--- src/rtl/uart_rx_interface_if.sv ---
// UART receiver / ALU front-end signal bundle.
// Serial line and transmitter handshake grouped for the top level.
interface uart_rx_interface_if #(
  parameter int NB_BITS = 8
);
  logic               i_rx;
  logic               i_tx_done;
  logic               o_rate;
  logic [NB_BITS-1:0] o_rx_data;
  logic               o_rx_done;
  logic [NB_BITS-1:0] o_data;
  logic               o_tx_start;

  modport master (
    output i_rx,
    output i_tx_done,
    input  o_rate,
    input  o_rx_data,
    input  o_rx_done,
    input  o_data,
    input  o_tx_start
  );

  modport slave (
    input  i_rx,
    input  i_tx_done,
    output o_rate,
    output o_rx_data,
    output o_rx_done,
    output o_data,
    output o_tx_start
  );
endinterface

--- src/rtl/uart_rx_interface.sv ---
// Oversampling 8N1 UART receiver feeding a three-byte A/OP/B ALU
// sequencer whose result is handed to an external transmitter.
module uart_rx_interface #(
  parameter int NB_BITS   = 8,
  parameter int N_TICK    = 325,
  parameter int N_SAMPLES = 16
) (
  input logic             i_clk,
  input logic             i_rst,
  uart_rx_interface_if.slave bus
);

  localparam int TW = (N_TICK > 1) ? $clog2(N_TICK) : 1;
  localparam int SW = (N_SAMPLES > 1) ? $clog2(N_SAMPLES) : 1;
  localparam int NW = $clog2(NB_BITS + 1);

  localparam logic [TW-1:0] TICK_LAST = TW'(N_TICK - 1);
  localparam logic [SW-1:0] S_LAST    = SW'(N_SAMPLES - 1);
  localparam logic [SW-1:0] S_HALF    = SW'(N_SAMPLES / 2 - 1);
  localparam logic [NW-1:0] N_LAST    = NW'(NB_BITS - 1);

  localparam logic [NB_BITS-1:0] OP_ADD = NB_BITS'(8'h20);
  localparam logic [NB_BITS-1:0] OP_SUB = NB_BITS'(8'h22);
  localparam logic [NB_BITS-1:0] OP_AND = NB_BITS'(8'h24);
  localparam logic [NB_BITS-1:0] OP_OR  = NB_BITS'(8'h25);
  localparam logic [NB_BITS-1:0] OP_XOR = NB_BITS'(8'h26);
  localparam logic [NB_BITS-1:0] OP_NOR = NB_BITS'(8'h27);
  localparam logic [NB_BITS-1:0] OP_SRA = NB_BITS'(8'h03);
  localparam logic [NB_BITS-1:0] OP_SRL = NB_BITS'(8'h02);

  // ---------------- tick generator ----------------
  logic [TW-1:0] tick_cnt;
  logic          tick;

  always_ff @(posedge i_clk or posedge i_rst) begin
    if (i_rst) begin
      tick_cnt <= '0;
    end else if (tick_cnt == TICK_LAST) begin
      tick_cnt <= '0;
    end else begin
      tick_cnt <= tick_cnt + 1'b1;
    end
  end

  assign tick       = (tick_cnt == TICK_LAST);
  assign bus.o_rate = tick;

  // ---------------- receiver ----------------
  typedef enum logic [1:0] {
    R_IDLE,
    R_START,
    R_DATA,
    R_STOP
  } rx_state_t;

  rx_state_t          rx_state;
  logic [SW-1:0]      s_cnt;
  logic [NW-1:0]      n_cnt;
  logic [NB_BITS-1:0] shreg;
  logic [NB_BITS-1:0] rx_data;
  logic               rx_done;

  always_ff @(posedge i_clk or posedge i_rst) begin
    if (i_rst) begin
      rx_state <= R_IDLE;
      s_cnt    <= '0;
      n_cnt    <= '0;
      shreg    <= '0;
      rx_data  <= '0;
      rx_done  <= 1'b0;
    end else begin
      rx_done <= 1'b0;
      if (tick) begin
        unique case (rx_state)
          R_IDLE: begin
            if (!bus.i_rx) begin
              rx_state <= R_START;
              s_cnt    <= '0;
            end
          end
          R_START: begin
            // mid-start-bit recheck filters short line glitches
            if (s_cnt == S_HALF) begin
              if (!bus.i_rx) begin
                rx_state <= R_DATA;
                s_cnt    <= '0;
                n_cnt    <= '0;
              end else begin
                rx_state <= R_IDLE;
              end
            end else begin
              s_cnt <= s_cnt + 1'b1;
            end
          end
          R_DATA: begin
            if (s_cnt == S_LAST) begin
              s_cnt <= '0;
              shreg <= {bus.i_rx, shreg[NB_BITS-1:1]};
              if (n_cnt == N_LAST) begin
                rx_state <= R_STOP;
              end else begin
                n_cnt <= n_cnt + 1'b1;
              end
            end else begin
              s_cnt <= s_cnt + 1'b1;
            end
          end
          R_STOP: begin
            if (s_cnt == S_LAST) begin
              if (bus.i_rx) begin
                rx_data <= shreg;
                rx_done <= 1'b1;
              end
              rx_state <= R_IDLE;
            end else begin
              s_cnt <= s_cnt + 1'b1;
            end
          end
          default: rx_state <= R_IDLE;
        endcase
      end
    end
  end

  assign bus.o_rx_data = rx_data;
  assign bus.o_rx_done = rx_done;

  // ---------------- ALU ----------------
  logic [NB_BITS-1:0] opa;
  logic [NB_BITS-1:0] opc;
  logic [NB_BITS-1:0] opb;
  logic [NB_BITS-1:0] result;

  always_comb begin
    result = '0;
    unique case (opc)
      OP_ADD:  result = opa + opb;
      OP_SUB:  result = opa - opb;
      OP_AND:  result = opa & opb;
      OP_OR:   result = opa | opb;
      OP_XOR:  result = opa ^ opb;
      OP_NOR:  result = ~(opa | opb);
      OP_SRA:  result = $unsigned($signed(opa) >>> opb);
      OP_SRL:  result = opa >> opb;
      default: result = '0;
    endcase
  end

  // ---------------- operand sequencer ----------------
  typedef enum logic [2:0] {
    WAIT_A,
    WAIT_OP,
    WAIT_B,
    SEND,
    WAIT_TX
  } if_state_t;

  if_state_t          if_state;
  logic [NB_BITS-1:0] data;
  logic               tx_start;

  always_ff @(posedge i_clk or posedge i_rst) begin
    if (i_rst) begin
      if_state <= WAIT_A;
      opa      <= '0;
      opc      <= '0;
      opb      <= '0;
      data     <= '0;
      tx_start <= 1'b0;
    end else begin
      tx_start <= 1'b0;
      unique case (if_state)
        WAIT_A: begin
          if (rx_done) begin
            opa      <= rx_data;
            if_state <= WAIT_OP;
          end
        end
        WAIT_OP: begin
          if (rx_done) begin
            opc      <= rx_data;
            if_state <= WAIT_B;
          end
        end
        WAIT_B: begin
          if (rx_done) begin
            opb      <= rx_data;
            if_state <= SEND;
          end
        end
        SEND: begin
          data     <= result;
          tx_start <= 1'b1;
          if_state <= WAIT_TX;
        end
        WAIT_TX: begin
          if (bus.i_tx_done) begin
            if_state <= WAIT_A;
          end
        end
        default: if_state <= WAIT_A;
      endcase
    end
  end

  assign bus.o_data     = data;
  assign bus.o_tx_start = tx_start;

endmodule

--- src/flat_wrapper.sv ---
// flat-port wrapper written by rule: the top's interface ports become plain ports
module uart_rx_interface_flat 
#(
  parameter int NB_BITS   = 8,
  parameter int N_TICK    = 325,
  parameter int N_SAMPLES = 16
)
  (i_clk, i_rst, bus_i_rx, bus_i_tx_done, bus_o_rate, bus_o_rx_data, bus_o_rx_done, bus_o_data, bus_o_tx_start);
  uart_rx_interface_if #(.NB_BITS(NB_BITS)) bus_i ();
  input logic i_clk;
  input logic i_rst;
  input wire logic [$bits(bus_i.i_rx)-1:0] bus_i_rx;
  input wire logic [$bits(bus_i.i_tx_done)-1:0] bus_i_tx_done;
  output wire logic [$bits(bus_i.o_rate)-1:0] bus_o_rate;
  output wire logic [$bits(bus_i.o_rx_data)-1:0] bus_o_rx_data;
  output wire logic [$bits(bus_i.o_rx_done)-1:0] bus_o_rx_done;
  output wire logic [$bits(bus_i.o_data)-1:0] bus_o_data;
  output wire logic [$bits(bus_i.o_tx_start)-1:0] bus_o_tx_start;
  assign bus_i.i_rx = bus_i_rx;
  assign bus_i.i_tx_done = bus_i_tx_done;
  assign bus_o_rate = bus_i.o_rate;
  assign bus_o_rx_data = bus_i.o_rx_data;
  assign bus_o_rx_done = bus_i.o_rx_done;
  assign bus_o_data = bus_i.o_data;
  assign bus_o_tx_start = bus_i.o_tx_start;
  uart_rx_interface #(.NB_BITS(NB_BITS), .N_TICK(N_TICK), .N_SAMPLES(N_SAMPLES)) u_core (.i_clk(i_clk), .i_rst(i_rst), .bus(bus_i));
endmodule
--- config.mk ---
export PLATFORM = sky130hd
export DESIGN_NAME = uart_rx_interface_flat
export DESIGN_NICKNAME = d
export VERILOG_FILES = /design/src/rtl/uart_rx_interface_if.sv /design/src/rtl/uart_rx_interface.sv /design/src/flat_wrapper.sv
export SDC_FILE = /design/constraint.sdc
export NUM_CORES = 1
export LEC_CHECK = 0
export CAP_MARGIN = 20
export CELL_PAD_IN_SITES_DETAIL_PLACEMENT = 0
export CELL_PAD_IN_SITES_GLOBAL_PLACEMENT = 2
export CORE_MARGIN = 2
export CORE_UTILIZATION = 39
export CTS_CLUSTER_SIZE = 16
export DETAILED_ROUTE_END_ITERATION = 16
export PLACE_DENSITY_LB_ADDON = 0.1
export SLEW_MARGIN = 10
export SYNTH_ARGS = -nofsm -noshare
export SYNTH_HDL_FRONTEND = slang
export SYNTH_SLANG_ARGS = --single-unit
--- constraint.sdc ---
create_clock -name i_clk -period 3.4 [get_ports i_clk]
set_clock_uncertainty 0.05 [all_clocks]
set_input_delay 1.02 -clock i_clk [delete_from_list [all_inputs] [get_ports i_clk]]
set_output_delay 1.02 -clock i_clk [all_outputs]
set_load 0.005 [all_outputs]
* Word-level counts from Yosys, hierarchy flattened
Index checks and enable logic that the tools add are counted.
** Cells by class
- Eq/ne operators :: 31
- Add/sub/neg operators :: 5
- Bitwise gates (word level) :: 4
- Shift operators :: 2
- Muxes and demuxes :: 29
- Reductions and logical operators :: 12
** Operators by type and width (count)
- 8-bit case mux with 8 select lines :: 1
- 8-bit by 6-bit == test with 1-bit output, second input constant :: 6
- 4-bit two-way mux :: 8
- 8-bit by 2-bit == test with 1-bit output, second input constant :: 2
- 4-bit case mux with 4 select lines :: 1
- 3-bit case mux with 5 select lines :: 1
- 2-bit by 1-bit != test with 1-bit output, second input constant :: 7
- 2-bit two-way mux :: 6
- 3-bit two-way mux :: 4
- 6-bit AND reduction :: 2
- 2-bit != test, second input constant :: 5
- 9-bit by 1-bit adder with 9-bit output, second input constant :: 1
- 9-bit == test, second input constant :: 1
- 9-bit two-way mux :: 1
- 4-bit by 1-bit adder with 4-bit output, second input constant :: 2
- 8-bit adder :: 1
- 8-bit bitwise AND :: 1
- 4-bit by 3-bit == test with 1-bit output, second input constant :: 2
- 8-bit NOT :: 1
- 8-bit OR :: 1
- 2-bit case mux with 4 select lines :: 1
- 4-bit case mux with 2 select lines :: 1
- 2-bit AND reduction :: 4
- 4-bit AND reduction :: 2
- other kinds (15) :: 21
** Storage, ports and cells
- Output and inout port bits :: 19
- Bits of input ports :: 4
- Word-level logic and storage cells :: 96
- Flip-flop bits (word level) :: 72

* Logic depth before layout (Yosys ltp)
- Depth in word-level cells :: 4
- Gate-level depth with buffers :: 12
- Mapped depth without buffers :: 11

* Least setup slack after synthesis
Ideal clock, no wire load.
- Path kind :: flip-flop to flip-flop
- From :: register u_core.opc[3]
- To :: register u_core.data[7], in the netlist u_core.bus.o_data[7]
- Setup time :: 0.132 ns
- Period minus slack after synthesis :: 3.131 ns
- Setup slack :: 0.269 ns
- Cell stages (with the launch flop) :: 11
- Data arrival time :: 2.948 ns
- Buffers on the path :: 0
- Required time :: 3.218 ns
- Cells stage by stage :: dfrtp_1 or4_4 nor4_4 mux2i_1 ha_1 nor2b_1 o21a_1 a31o_2 o41ai_1 xnor2_1 o211ai_1
** On the way
- Cells in the longest elaborated chain, start to end :: 2
- Elaborated cells on any way between the ends :: 9
- Classes of those cells :: eq/ne (8); mux (1)
** Ends and longest elaborated chain
- start, declared :: line uart_rx_interface.sv:130 : logic [NB_BITS-1:0] opc;
- start signal, assigned :: line uart_rx_interface.sv:181 : opc <= rx_data;
- 8-bit by 2-bit == test with 1-bit output or 8-bit by 6-bit == test with 1-bit output (tied branches) :: line uart_rx_interface.sv:136 : unique case (opc)
- 8-bit case mux with 8 select lines * :: line uart_rx_interface.sv:136
- end signal, assigned :: line uart_rx_interface.sv:192 : data <= result;
- end, declared :: line uart_rx_interface.sv:159 : logic [NB_BITS-1:0] data;
Every way passes the cells marked *; elsewhere a longest branch is shown, timed or not.
A chain may end at the register's enable or synchronous reset.

* Worst setup path in the final report
Same ends and word-level chain as after synthesis.

==> out/results.ini <==
[outcome]
outcome=completed

[global_routing]
use_met3_pct=3.78
globalRoute.busiestLayer=met2
grt.met2_usage_pct=31.7
grt_usage_pct=19.2
antenna_found_initial=0
grt_start_max_net_pins=57
met1_usage_pct=25.0
overflow=0
grt_pass1_wl_um=19100
first_global_vias=3683

[setup_path]
rrSetupSlack_ns=0.26
cp_max_fo=4
end_kind=flop
cp.required_ns=3.55
worstSetupPathType=reg -> reg
start_kind=flop
arrival_ns=3.29

[logic_synthesis]
syn_area_per_cell_sq_um=9.58
synthCells=476
synth.distinct_cells=63
synth_flop_cell=dfrtp_1
ys_seq_elements=72
yosysMostFrequentCell=dfrtp_1
syn_nets=509
yosysSeqAreaShare_pct=39.5
yosys_warnings=0
synth_area_leaders=dfrtp_1, ha_1, mux2_2
synth_enable_flop_cells=0
async_reset_ff_share_pct=100
synth_area_sq_mm=0.00456
netlist.area_leader.share_pct=39.5
yosysTopAreaCell=dfrtp_1
synth_common_cells=dfrtp_1, nand2_1, o21ai_0, nor2_1, ha_1

[floorplan]
ioPinCount=23
die_x_um=112
fp.dieArea_sq_mm=0.0126
row_count=39
floorplan.initialDensity_pct=39.9
core_region_area_sq_mm=0.0114
die_h_um=112

[place]
gp_congestion=0.946
dp_hpwl_um=8350
io_buffers=22

[flow_run]
cap_viol_max_count=0

[power_and_ir_drop]
total_power_uw=1880
p_leak_uw=0.00226
max-vdd-ir-drop_mv=0.286
powerDensity_mw_per_mm2=352

[timing]
worst_pin_slew_ns=0.995
drv_slew=0
hold_ws_ns=0.430
tns_ns=0
max_freq_mhz=318
hold_viol=0
fin_crit_sh_pct=92.4
fin_crit_ns=3.14
max_slew_margin_pct=33.4
rsz0062_at_grt=no
setup_violations=0

[clocking]
htree_num_levels=3
clockBufferDepth=2
postCtsResizedCells=0
clk_latency_ns=0.33
root_buffer=clkbuf_16
cts_buffers=9
clk_pin_slew_worst_paths_ns=0.06
cts_tree=done
clock_sinks=72

[detailed_routing]
vias=3618
drt-wirelength-per-cell_um=17.2
first_pass_iters=5
wl_um=11300
vias_per_cell=5.52
drtIter0Drc=140
ant_nets=0
drcViolationCount=0

[finish]
area_growth_pct=17.4
fin_nets=541
num_antenna_cells=0
layout-drive-gt1-share_pct=14.8

[min_path]
hold_path.class=reg -> reg

## power by group
group	switching, uW	internal, uW	total, uW
Combinational	20.1	7.49	27.6
Clock	364	632	996
Sequential	1.96	858	860
Total	386	1500	1880
## stage by stage
stage | setup slack (ns) | instances | area, sq um | util [%]
after floorplan | 0.269 | 476 | 4560 | -
after global placement | 0.184 | 639 | 5030 | 44.0
final | 0.260 | 656 | 5350 | 46.9
after detailed placement | 0.133 | 639 | 5030 | 44.0
after CTS | 0.104 | 655 | 5340 | 46.8
after global routing | 0.0315 | 656 | 5350 | 46.9
## cell usage in the layout, fill, tap and decap left out, types with 7 or more instances in the layout
cell / n
a21oi_1: 24
nand3_1: 14
nor2b_1: 7
nor2_1: 32
xor2_1: 8
clkbuf_16: 9
inv_1: 23
xnor2_1: 19
nand2b_1: 7
dfrtp_1: 72
mux2_2: 24
o21ai_0: 33
mux2i_1: 14
and3_1: 7
ha_1: 28
clkdlybuf4s50_1: 22
buf_4: 18
nand2_1: 49
nor3_1: 7
a31oi_1: 8
## state kept, by name (all words and copies together) (netlist names), named ones only
signal                 flops
u_core.tick_cnt            9
u_core.bus.o_data          8
u_core.bus.o_rx_data       8
u_core.opa                 8
u_core.opb                 8
u_core.opc                 8
u_core.shreg               8
u_core.n_cnt               4
u_core.s_cnt               4
u_core.if_state            3
u_core.bus.o_rx_done       1
u_core.bus.o_tx_start      1
u_core.rx_state            1
## cell type report
type                       instances  area, sq um
multi-input combinational        359         2580
sequential                        72         1800
clock buffer                      13          270
clock inverter                     3         47.5
inverter                          25         93.8
tap                              143          179
fill                            1124         6070
timing repair buffer              41          375
## worst paths after layout
kind,to,depth (start not counted),startpoint
min in group asynchronous,u_core.n_cnt[2]$_DFFE_PP0P_,2,i_rst
min,u_core.bus.o_data[4]$_DFFE_PP0P_,2,u_core.bus.o_data[4]$_DFFE_PP0P_
max,u_core.bus.o_data[7]$_DFFE_PP0P_,11,u_core.opc[3]$_DFFE_PP0P_
max in group asynchronous,u_core.bus.o_data[2]$_DFFE_PP0P_,3,i_rst
min reg2reg,u_core.bus.o_data[4]$_DFFE_PP0P_,2,u_core.bus.o_data[4]$_DFFE_PP0P_
max reg2reg,u_core.bus.o_data[7]$_DFFE_PP0P_,11,u_core.opc[3]$_DFFE_PP0P_
## worst max-delay path, stage by stage, from the launching register on
cell and delay (ns):
dfrtp_1 0.39, or4_4 0.59, nor4_4 0.14, buf_4 0.18, mux2i_1 0.24, ha_1 0.26, nor2b_1 0.13, o21a_1 0.18
a31o_2 0.25, o41ai_1 0.33, xnor2_1 0.17, o211ai_1 0.09
## logic make-up (layout without fill, tap and decap cells)
family	after synthesis	after routing	synth area share, %
flops	72	72	39.5
compound gates	107	107	14.8
mux	42	42	11.0
fa+ha+maj	29	29	8.13
buf+inv	45	82	3.79
simple gates	154	154	17.6
xor+xnor	27	27	5.19
## layer usage
layer	vias to the layer above	wire length [um]
met5	-	0
met4	0	335
met3	22	393
met2	73	5400
met1	1753	5150
li1	1770	-
## timing repair
action | 4_1_cts | 5_1_grt
endpoints found under the setup margin | 0 | 2
hold buffers | 0 | 0
buffers inserted | 0 | 1
endpoints found under the hold margin | 0 | 0
Power figures use the tool's default switching activity.
